==> src/rtl/uart_pkg.sv <==
// UART types and constants shared by the transmitter and the receiver.
package uart_pkg;

  localparam int   DATA_BITS              = 8;
  localparam int   CLOCKS_PER_BIT_DEFAULT = 87;
  localparam logic IDLE_LEVEL             = 1'b1;

  typedef enum logic [2:0] {
    IDLE   = 3'd0,
    START  = 3'd1,
    DATA   = 3'd2,
    PARITY = 3'd3,
    STOP   = 3'd4
  } uart_state_t;

  function automatic logic even_parity(input logic [DATA_BITS-1:0] d);
    return ^d;
  endfunction

endpackage

==> src/rtl/uart_bit_timer.sv <==
// Bit-period counter: counts 0..CLOCKS_PER_BIT-1 and wraps; bitEnd is high on the last count.
// Clear (or reset) holds the count at 0, so the first bit after clear is a full period.
module uart_bit_timer
  import uart_pkg::*;
#(
  parameter int CLOCKS_PER_BIT = CLOCKS_PER_BIT_DEFAULT
) (
  input  logic clk,
  input  logic rst,
  input  logic i_clear,
  output logic o_bitEnd
);

  localparam int CW = (CLOCKS_PER_BIT > 1) ? $clog2(CLOCKS_PER_BIT) : 1;
  localparam logic [CW-1:0] LAST = CW'(CLOCKS_PER_BIT - 1);

  logic [CW-1:0] r_count;

  always_ff @(posedge clk) begin
    if (rst || i_clear) begin
      r_count <= '0;
    end else if (r_count == LAST) begin
      r_count <= '0;
    end else begin
      r_count <= r_count + 1'b1;
    end
  end

  assign o_bitEnd = (r_count == LAST);

endmodule

==> src/rtl/uart_tx.sv <==
// 8N1 UART transmitter; one byte per valid/ready handshake, line falls one cycle after acceptance.
// Ready only in IDLE, so a held txValid waits out the frame. UART_TX_PARITY_EN adds an even-parity bit.
module uart_tx
  import uart_pkg::*;
#(
  parameter int CLOCKS_PER_BIT = CLOCKS_PER_BIT_DEFAULT
) (
  input  logic       clkTx,
  input  logic       rst,
  input  logic [7:0] txData,
  input  logic       txValid,
  output logic       txReady,
  output logic       serialOutput,
  output logic       txBusy,
  output logic       txDone
);

  uart_state_t          r_state;
  uart_state_t          w_state_nxt;
  logic [DATA_BITS-1:0] r_shift;
  logic [2:0]           r_bit_idx;
  logic                 r_serial;
  logic                 r_busy;
  logic                 r_done;
`ifdef UART_TX_PARITY_EN
  logic                 r_parity;
`endif

  logic w_bit_end;
  logic w_xfer;
  logic w_timer_clr;
  logic w_serial_nxt;
  logic w_busy_nxt;
  logic w_done_nxt;

  assign txReady     = (r_state == IDLE) && !rst;
  assign w_xfer      = txValid && txReady;
  assign w_timer_clr = (r_state == IDLE);

  uart_bit_timer #(
    .CLOCKS_PER_BIT(CLOCKS_PER_BIT)
  ) u_bit_timer (
    .clk     (clkTx),
    .rst     (rst),
    .i_clear (w_timer_clr),
    .o_bitEnd(w_bit_end)
  );

  always_ff @(posedge clkTx) begin
    if (rst) begin
      r_state <= IDLE;
    end else begin
      r_state <= w_state_nxt;
    end
  end

  always_comb begin
    w_state_nxt = r_state;
    case (r_state)
      IDLE:  if (w_xfer) w_state_nxt = START;
      START: if (w_bit_end) w_state_nxt = DATA;
      DATA: begin
        if (w_bit_end && (r_bit_idx == 3'd7)) begin
`ifdef UART_TX_PARITY_EN
          w_state_nxt = PARITY;
`else
          w_state_nxt = STOP;
`endif
        end
      end
`ifdef UART_TX_PARITY_EN
      PARITY: if (w_bit_end) w_state_nxt = STOP;
`endif
      STOP:  if (w_bit_end) w_state_nxt = IDLE;
      default: w_state_nxt = IDLE;
    endcase
  end

  // Decoded levels are registered below, so the line lags the state by one cycle.
  always_comb begin
    w_serial_nxt = IDLE_LEVEL;
    w_busy_nxt   = 1'b1;
    w_done_nxt   = 1'b0;
    case (r_state)
      IDLE:  w_busy_nxt = 1'b0;
      START: w_serial_nxt = 1'b0;
      DATA:  w_serial_nxt = r_shift[0];
`ifdef UART_TX_PARITY_EN
      PARITY: w_serial_nxt = r_parity;
`endif
      STOP:  w_done_nxt = w_bit_end;
      default: w_busy_nxt = 1'b0;
    endcase
  end

  always_ff @(posedge clkTx) begin
    if (rst) begin
      r_shift   <= '0;
      r_bit_idx <= 3'd0;
      r_serial  <= IDLE_LEVEL;
      r_busy    <= 1'b0;
      r_done    <= 1'b0;
`ifdef UART_TX_PARITY_EN
      r_parity  <= 1'b0;
`endif
    end else begin
      r_serial <= w_serial_nxt;
      r_busy   <= w_busy_nxt;
      r_done   <= w_done_nxt;
      if (w_xfer) begin
        r_shift  <= txData;
`ifdef UART_TX_PARITY_EN
        r_parity <= even_parity(txData);
`endif
      end
      if ((r_state == START) && w_bit_end) begin
        r_bit_idx <= 3'd0;
      end
      if ((r_state == DATA) && w_bit_end) begin
        r_shift   <= {1'b0, r_shift[DATA_BITS-1:1]};
        r_bit_idx <= r_bit_idx + 3'd1;
      end
    end
  end

  assign serialOutput = r_serial;
  assign txBusy       = r_busy;
  assign txDone       = r_done;

endmodule

==> config.mk <==
export PLATFORM = sky130hd
export DESIGN_NAME = uart_tx
export DESIGN_NICKNAME = d
export VERILOG_FILES = /design/src/rtl/uart_pkg.sv /design/src/rtl/uart_bit_timer.sv /design/src/rtl/uart_tx.sv
export SDC_FILE = /design/constraint.sdc
export NUM_CORES = 1
export LEC_CHECK = 0
export BUFFER_PORTS_ARGS = -buffer_cell sky130_fd_sc_hd__buf_2
export CORE_AREA = 2 2 50 52
export CTS_CLUSTER_DIAMETER = 120
export DETAILED_ROUTE_END_ITERATION = 16
export DIE_AREA = 0 0 52 54
export GPL_ROUTABILITY_DRIVEN = 0
export PLACE_DENSITY = 0.73
export SLEW_MARGIN = 20
export SYNTH_ARGS = -nofsm -noshare
export SYNTH_HDL_FRONTEND = slang
export SYNTH_SLANG_ARGS = --single-unit
==> constraint.sdc <==
create_clock -name clkTx -period 2.4 [get_ports clkTx]
set_input_delay 0.12 -clock clkTx [delete_from_list [all_inputs] [get_ports clkTx]]
set_output_delay 0.12 -clock clkTx [all_outputs]
set_load 0.02 [all_outputs]
==> run summary, run 1 <==
The mean area per synthesized cell came out at 9.88 um2. The height of the die is 54 um. The effective utilization at floorplan came out at 50.7%. On the critical path, the stage with the largest delay is an instance of sky130_fd_sc_hd__dfxtp_1.

Setup violations remaining at the end of the flow were counted as 0. The share of final-layout standard cells stronger than drive strength 1 was 25.6%. Counting both buffers and inverters, the worst setup path holds a total of 0. The run gives 0 as the number of max-capacitance violations reported.

The worst hold path terminates at r_state[0]. Number of DRC markers in iteration 0: 15. In this run the standard cell core region covers 2320 um2. The critical path is of the register to register type. At the end of the flow, the number of nets in the layout was 145. In this run the cell area of the synthesized design comes to 1180 um2. The first global-routing pass estimated 3240 um of wire. Type of the worst min-delay path: input pin to register. Dividing the detail-routed wire length by the instance count gives 12.5 um.

Power density over the cells: 540 nW/um2. After Yosys synthesis, XOR and XNOR cells account for 4.47% of the synthesized area. The worst-case IR drop observed on VDD is 0.359 mV. In the routed design, unresolved DRC markers number 0. The combined global-route utilization of all metal layers was 15.6%; the hold buffer count at cts was 0. Number of placed cells counting well taps: 155. After clock tree synthesis, the clock-pin slew on the worst setup and hold paths is 130 ps.

STA classifies the critical path endpoint as a register. The smallest clock period supported by the final layout is computed as 1740 ps. The run gives 1990 um as the post-detailed-routing wire length. TritonCTS built the clock tree. Number of global-route vias before repair: 810. The total leakage power came out at 0.573 nW.

The tools report the residual antenna-violating net count after detailed routing as 0. Timing would allow up to 0.574 GHz. The width of the die was 52 um.

The mean number of vias per cell works out to 5.37. Max-slew violation count: 0. For this run, the detailed router's first-pass iteration total came to 4.

After synthesis, the netlist uses 39 different library cells. CTS saw 24 sinks. Pin placement for this block handled 15 I/O pins. The worst path uses 72.5% of the clock period.

The synthesized flop and latch total was 24; the cell depth of the worst min-delay path was 3. Traced cell by cell, the critical path runs through nor4_4 > nand2_1 > mux2_2 > and3b_2. Once detailed placement completed, the half-perimeter wirelength came to 1510 um. Fill cells in the final layout number 219. By area the synthesized netlist is led by sky130_fd_sc_hd__dfxtp_1 (41%), sky130_fd_sc_hd__a211oi_2 (7.4%), sky130_fd_sc_hd__nor2_1 (7.0%).

The tools report the count of mapped cells out of synthesis as 119. The share of the Yosys chip area taken by registers is 40.9%. In this run the deepest clock path goes through 2 buffers.

The routed layout has 854 vias. For the number of endpoints with negative hold slack in the final report, the log shows 0. Entering global routing, the biggest net connects 19 pins. Worst relative slew slack: 68.9%. In this run the clock root is driven by a sky130_fd_sc_hd__clkbuf_4. The largest stage delay on the critical path was 460 ps; the number of buffers inserted by port buffering was 14. The number of nets handed over by synthesis was 134. The largest total area in the synthesized netlist belongs to sky130_fd_sc_hd__dfxtp_1.

Total grt overflow: 0. For the pin with the worst max-slew slack, the measured transition is 463 ps. Buffers inserted during clock tree synthesis total 3. By count the netlist is led by sky130_fd_sc_hd__dfxtp_1 (24), sky130_fd_sc_hd__nor2_1 (22), sky130_fd_sc_hd__a211oi_2 (7), sky130_fd_sc_hd__mux2i_1 (7). Compared with the post-synthesis result, the final layout area differs by 7.55%. Total die area: 2810 um2.

Among all flip-flop cells after synthesis, the most frequent one is sky130_fd_sc_hd__dfxtp_1. 0 antenna diodes ended up in the layout. The worst register-to-register path has a setup slack of 660 ps. Measured against the total synthesized area, the mux share comes to 6.91%.

The tools report the endpoint of the worst register-to-register path as r_shift[7]. The flow ran to the end, and the final reports show no timing, DRC or antenna violations. The number of enable flip-flop cells after synthesis was 0.

The depth of the most critical reg-to-reg path is 4. The maximum net fanout on the critical path is 13, and the worst endpoint required time is 2620 ps. The final worst clock skew came out at 3.50 ps.

The run gives 310 ps as the later-pin clock latency in the skew report. The number of gates resized after CTS was 0. The main combinational cell family by area after synthesis was simple AND/OR/NAND/NOR gates. The finished layout holds 159 standard cells, fillers aside. For the final routed database, the setup TNS stands at 0 ps. The element type at the critical path start was a register. Most frequent cell after synthesis: sky130_fd_sc_hd__dfxtp_1. Post-CTS timing repair inserted 0 buffers for setup. The cell family contributing the most delay on the critical path is simple AND/OR/NAND/NOR gates. Setup repair after global routing left no endpoint under its margin.

For the worst setup path, the data arrival time is 1960 ps. In this run the core area contains 18 standard-cell rows. Summing the areas of all fa, ha and maj instances in the mapped netlist gives 4.26% of the synthesized area.

The post-synthesis simple-gate area fraction was 23.9%. The startpoint identified for the worst register-to-register timing path is r_state[0]. In this run the biggest area consumer among cell types represents 40.9% of the synthesized area. The worst hold path begins at txValid. For this run, the number of Yosys warnings is 0.

For this run, asynchronously set or reset flops after synthesis account for 0%. The depth of the CTS H-tree was 1; the number of antenna violations at the first check in global routing was 0. Share of the synthesized area in compound gates (AO/OA/AOI/OAI): 14.6%.
==> final cells by class <==
class	instances	area, um2	area share (%)
multi-input cells	86	637	50.3
repair buffers	14	70.1	5.54
clock buffers	4	36.3	2.87
flip-flops and latches	24	480	38.0
well taps	30	37.5	2.97
inverters	1	3.75	0.297
==> placed cells by master, fill, tap and decap left out, types with 2 or more instances in the layout <==
cell type                  synthesis  layout
sky130_fd_sc_hd__nor3_1            2       2
sky130_fd_sc_hd__nand3_1           3       3
sky130_fd_sc_hd__xnor2_1           3       3
sky130_fd_sc_hd__ha_1              4       4
sky130_fd_sc_hd__xor2_1            3       3
sky130_fd_sc_hd__a211oi_2          7       7
sky130_fd_sc_hd__buf_2             1      14
sky130_fd_sc_hd__clkbuf_4          0       3
sky130_fd_sc_hd__o21ai_0           4       4
sky130_fd_sc_hd__a211oi_1          2       2
sky130_fd_sc_hd__nor2_1           22      22
sky130_fd_sc_hd__mux2i_1           7       7
sky130_fd_sc_hd__dfxtp_1          24      24
sky130_fd_sc_hd__nand4b_1          2       2
sky130_fd_sc_hd__nand2_1           5       5
sky130_fd_sc_hd__a31oi_1           2       2
==> state kept, by name, indices dropped and copies added (netlist names) <==
| register | flops |
|---|---|
| r_state | 3 |
| txDone | 1 |
| r_shift | 8 |
| u_bit_timer.r_count | 7 |
| serialOutput | 1 |
| txBusy | 1 |
| r_bit_idx | 3 |
==> where the power goes <==
part           total, mW  switching (mW)  internal, mW
combinational     0.0549          0.0283        0.0266
sequential         0.417         0.00854         0.409
clock              0.210           0.118        0.0927
total              0.682           0.155         0.528
==> routing by layer <==
metal	GRT usage [%]	part of all wire [%]	up-vias	routed length [um]
met5	0	0	-	0
met4	6.58	1.1	0	21
met3	2.50	2.7	2	53
met2	29.5	51	13	1010
met1	17.2	46	402	906
li1	-	-	437	-
==> stage by stage <==
stage                     setup WS (ps)  hold WS [ps]  cell area (um2)  total power, mW  util [%]
after floorplan                     632           294             1180            0.464         -
after global routing                562           134             1260            0.717      54.5
final                               659           131             1260            0.682      54.5
after detailed placement            677           444             1230            0.482      53.0
after CTS                           663           133             1260            0.691      54.5
after global placement              723           425             1230            0.479      53.0
==> kinds of logic after synthesis <==
group,Yosys count
and+or+nand+nor,48
DFF,24
AOI/OAI and AO/OA,20
buffers and inverters,9
muxes,8
xor gates and xnor gates,6
adders and majority gates,4
==> worst min-delay path, cell delays in order <==
cell,delay (ps)
sky130_fd_sc_hd__buf_2,110
sky130_fd_sc_hd__nor2_1,100
sky130_fd_sc_hd__a2111oi_0,70
==> worst max-delay path by stage <==
| stage | from | to | slack [ps] | cells past startpoint |
|---|---|---|---|---|
| 2_1_floorplan | r_state[2] | r_shift[7] | 630 | 5 |
| 3_3_place_gp | r_state[0] | r_shift[7] | 720 | 4 |
| 3_5_place_dp | r_state[0] | r_shift[7] | 680 | 4 |
| 4_1_cts | r_state[0] | r_shift[7] | 660 | 4 |
| 5_1_grt | r_state[1] | r_shift[2] | 560 | 4 |
| 6_report | r_state[0] | r_shift[7] | 660 | 4 |
(Power assumes the default switching activity.)
==> run 2, diff against run 1 <==
CORE_AREA = 2 2 40 70   (was 2 2 50 52)
DIE_AREA = 0 0 42 72   (was 0 0 52 54)
PLACE_DENSITY = 0.7   (was 0.73)
clock period = 1.5 ns   (was 2.4 ns; I/O delays follow)
==> run 2 against run 1 <==
Effect of this change: the run now ends with negative setup slack left; critical path depth increased by 1; sequential power is 59% higher; final cell count is 7.5% higher; via count up 11%; power rose by 68%; die area rose by 7.7%; worst setup slack got worse by 730 ps; register-to-register slack got worse by 730 ps; clock-buffer cell count shrank 1; non-clock buffer count grew 16; critical path type unchanged.
==> run summary, run 2 (synthesis gave the netlist of run 1 again) <==
The tools report the number of DRC markers in iteration 0 as 14 (was 15). The average detailed-routed wire length per instance works out to 14.1 um (was 12.5 um). Leading cell types in the layout, fill and taps excluded: sky130_fd_sc_hd__dfxtp_1 (21), sky130_fd_sc_hd__nor2_1 (20), sky130_fd_sc_hd__buf_4 (16) (was sky130_fd_sc_hd__dfxtp_1 (24), sky130_fd_sc_hd__nor2_1 (22), sky130_fd_sc_hd__buf_2 (14)).

The later-pin clock latency in the skew report was 260 ps (was 310 ps). The final routed DRC violation total was 0 (unchanged). Element type at the critical path start: a register (unchanged). The detailed placer's ending HPWL is 1800 um (was 1510 um). The width of the die is 42 um (was 52 um), and the total power consumption of the routed design is 1.15 mW (was 0.682 mW). The clock input transition at the sequential cells of the worst setup and hold paths was 80 ps (was 130 ps); the effective utilization at floorplan was 48.4% (was 50.7%).

The maximum net fanout on the critical path is 8 (was 13), and the number of clock sinks is 24 (unchanged). The worst endpoint required time was 1660 ps (was 2620 ps); the number of max-capacitance violations reported was 0 (unchanged). The number of top-level pins was 15 (unchanged).

The category of the critical setup timing path is register to register (unchanged). Launching instance or port of the critical path: u_bit_timer.r_count[0] (was r_state[0]). The largest net degree at the start of global routing was 14 (was 19).

The final worst-path cycle share was 105% (was 72.5%); the final-stage net count was 162 (was 145). The clock root buffer is sky130_fd_sc_hd__clkbuf_8 (was sky130_fd_sc_hd__clkbuf_4). The final period demand of the worst path came out at 1570 ps (was 1740 ps).

The hold path startpoint is rst (was txValid). For the highest ir drop seen on vdd, the log shows 0.429 mV (was 0.359 mV). The global routing usage on met1 was 16.4% (was 17.2%). The busiest metal layer after global routing is met2 (unchanged). The number of rows created at floorplan was 24 (was 18); the final worst slack was -68.5 ps (was 659 ps).

The data arrival time of the critical path came out at 1730 ps (was 1960 ps). Number of buffers inserted by port buffering: 14 (unchanged). Critical path capture point: r_shift[7] (unchanged). The worst relative slew slack is 74.8% (was 68.9%). The tools report the met2 usage in global routing as 35.9% (was 29.5%). The number of flip-flops under the largest register name was 8 (unchanged); the maximum buffer depth of the clock tree was 2 (unchanged). The total vias in the final route is 947 (was 854).

The critical path capture point type was a register (unchanged). Post-detailed-routing wire length: 2410 um (was 1990 um). The total leakage power was 0.670 nW (was 0.573 nW); the wire length of the first global-routing pass was 4120 um (was 3240 um). Most frequent standard cell in the layout excluding fill and tap cells: sky130_fd_sc_hd__dfxtp_1 (unchanged). The power density over the cells was 795 nW/um2 (was 540 nW/um2); the residual antenna-violating net count after detailed routing was 0 (unchanged). The reg-to-reg setup timing slack came out at -70 ps (was 660 ps). Setup repair after global routing could not meet its margin everywhere. The final design area excluding fillers was 1440 um2 (was 1260 um2); the synthesis-to-finish area growth was 22.8% (was 7.55%).

The met3 routing resource usage after global routing was 2.74% (was 2.50%); the length of the first detailed-routing pass in iterations was 4 (unchanged). The transition time at the pin with the least slew margin is 377 ps (was 463 ps), and the number of global-route vias before repair is 978 (was 810). The logs give 0 (unchanged) for the antenna diode count and 0.638 GHz (was 0.574 GHz) for the highest attainable clock frequency. The depth of the most critical reg-to-reg path is 5 (was 4). The height of the die was 72 um (was 54 um); the number of antenna violations at the first check in global routing was 0 (unchanged).

For the placed instance area, the log shows 1390 um2 (was 1230 um2). The final reports fail on negative setup slack. The final worst clock skew was 2.40 ps (was 3.50 ps). Register name with the most flops: r_shift (unchanged). The endpoint of the worst register-to-register path was r_shift[7] (unchanged). Largest registers ranked by flip-flop count: r_shift x8, u_bit_timer.r_count x7 (unchanged).

The logs give 2430 um2 (was 2320 um2) for the core region area and 17.6% (was 15.6%) for the combined global-route utilization of all metal layers. The max-slew violation count is 0 (unchanged). The total grt overflow was 0 (unchanged); the number of endpoints with negative hold slack in the final report was 0 (unchanged). The total die area is 3020 um2 (was 2810 um2), and the total of endpoints with negative setup slack in the final report is 8 (was 0). The run finished, with violations left. The share of final-layout standard cells stronger than drive strength 1 is 40.0% (was 25.6%), and the number of buffers added for setup after CTS is 0 (unchanged). The startpoint of the lowest-slack register-to-register path was u_bit_timer.r_count[0] (was r_state[0]). TritonCTS built the clock tree. The run gives 3 (unchanged) as the number of buffers created by CTS. The mean number of vias per cell was 5.54 (was 5.37).

The run gives 1 (unchanged) as the depth of the CTS H-tree. Type of the worst min-delay path: input pin to register (unchanged).
-- run 2: changes by cell type in the layout (fill, tap and decap cells not counted), moves of 2 or more --
cell	change
sky130_fd_sc_hd__nor2_4	+2
sky130_fd_sc_hd__nor2_1	-2
sky130_fd_sc_hd__dfxtp_1	-3
sky130_fd_sc_hd__buf_4	+16
sky130_fd_sc_hd__clkbuf_8	+2
sky130_fd_sc_hd__dfxtp_2	+3
sky130_fd_sc_hd__clkbuf_4	-3
-- run 2: layout make-up --
cell class              instances  area (um2)
flip-flops and latches         24         484
repair buffers                 30         190
inverters                       1        3.75
fillers                       210         988
well taps                      26        32.5
clock buffers                   3        41.3
multi-input cells              87         692
-- run 2: worst min-delay path by stage --
stage / slack, ps / cells after the start / to
5_1_grt: 90 / 2 / r_state[2]
6_report: 80 / 2 / r_state[2]
3_3_place_gp: 350 / 2 / txBusy
3_5_place_dp: 360 / 2 / r_state[2]
2_1_floorplan: 250 / 2 / r_state[0]
4_1_cts: 80 / 2 / r_state[2]
-- run 2: stage by stage --
step	hold WS, ps	setup TNS, ps	util (%)	cells	worst slack [ps]
final	76.9	-330	59.4	171	-68.5
after global routing	91.2	-993	59.4	171	-98.3
after CTS	76.8	-662	59.4	171	-111
after detailed placement	356	-700	57.0	167	-117
after global placement	347	-404	57.0	167	-82.5
after floorplan	249	-769	-	119	-165
-- run 2: critical path, cell delays in order, from the launching register on --
cell and delay, ps:
sky130_fd_sc_hd__dfxtp_2 330, sky130_fd_sc_hd__inv_2 50, sky130_fd_sc_hd__ha_4 130, sky130_fd_sc_hd__nand4b_4 130
sky130_fd_sc_hd__or4_4 590, sky130_fd_sc_hd__and3b_2 230
-- run 2: repair_timing --
action	4_1_cts	5_1_grt
hold buffers	0	0
gates resized for setup	3	0
cloned	1	0
endpoints found under the setup margin	15	20
pin swaps	6	2
-- run 2: power by group --
| group | total, mW | internal [mW] | switching, mW |
|---|---|---|---|
| clock | 0.371 | 0.179 | 0.192 |
| combinational | 0.111 | 0.0571 | 0.0544 |
| sequential | 0.665 | 0.654 | 0.0112 |
| total | 1.15 | 0.890 | 0.258 |
-- run 2: per-layer routing --
| layer | share of wire, % | routed length, um | vias to the layer above |
|---|---|---|---|
| met5 | 0 | 0 | - |
| met4 | 1.4 | 34 | 0 |
| met3 | 2.4 | 58 | 4 |
| met2 | 59 | 1430 | 11 |
| met1 | 37 | 884 | 457 |
| li1 | - | - | 475 |
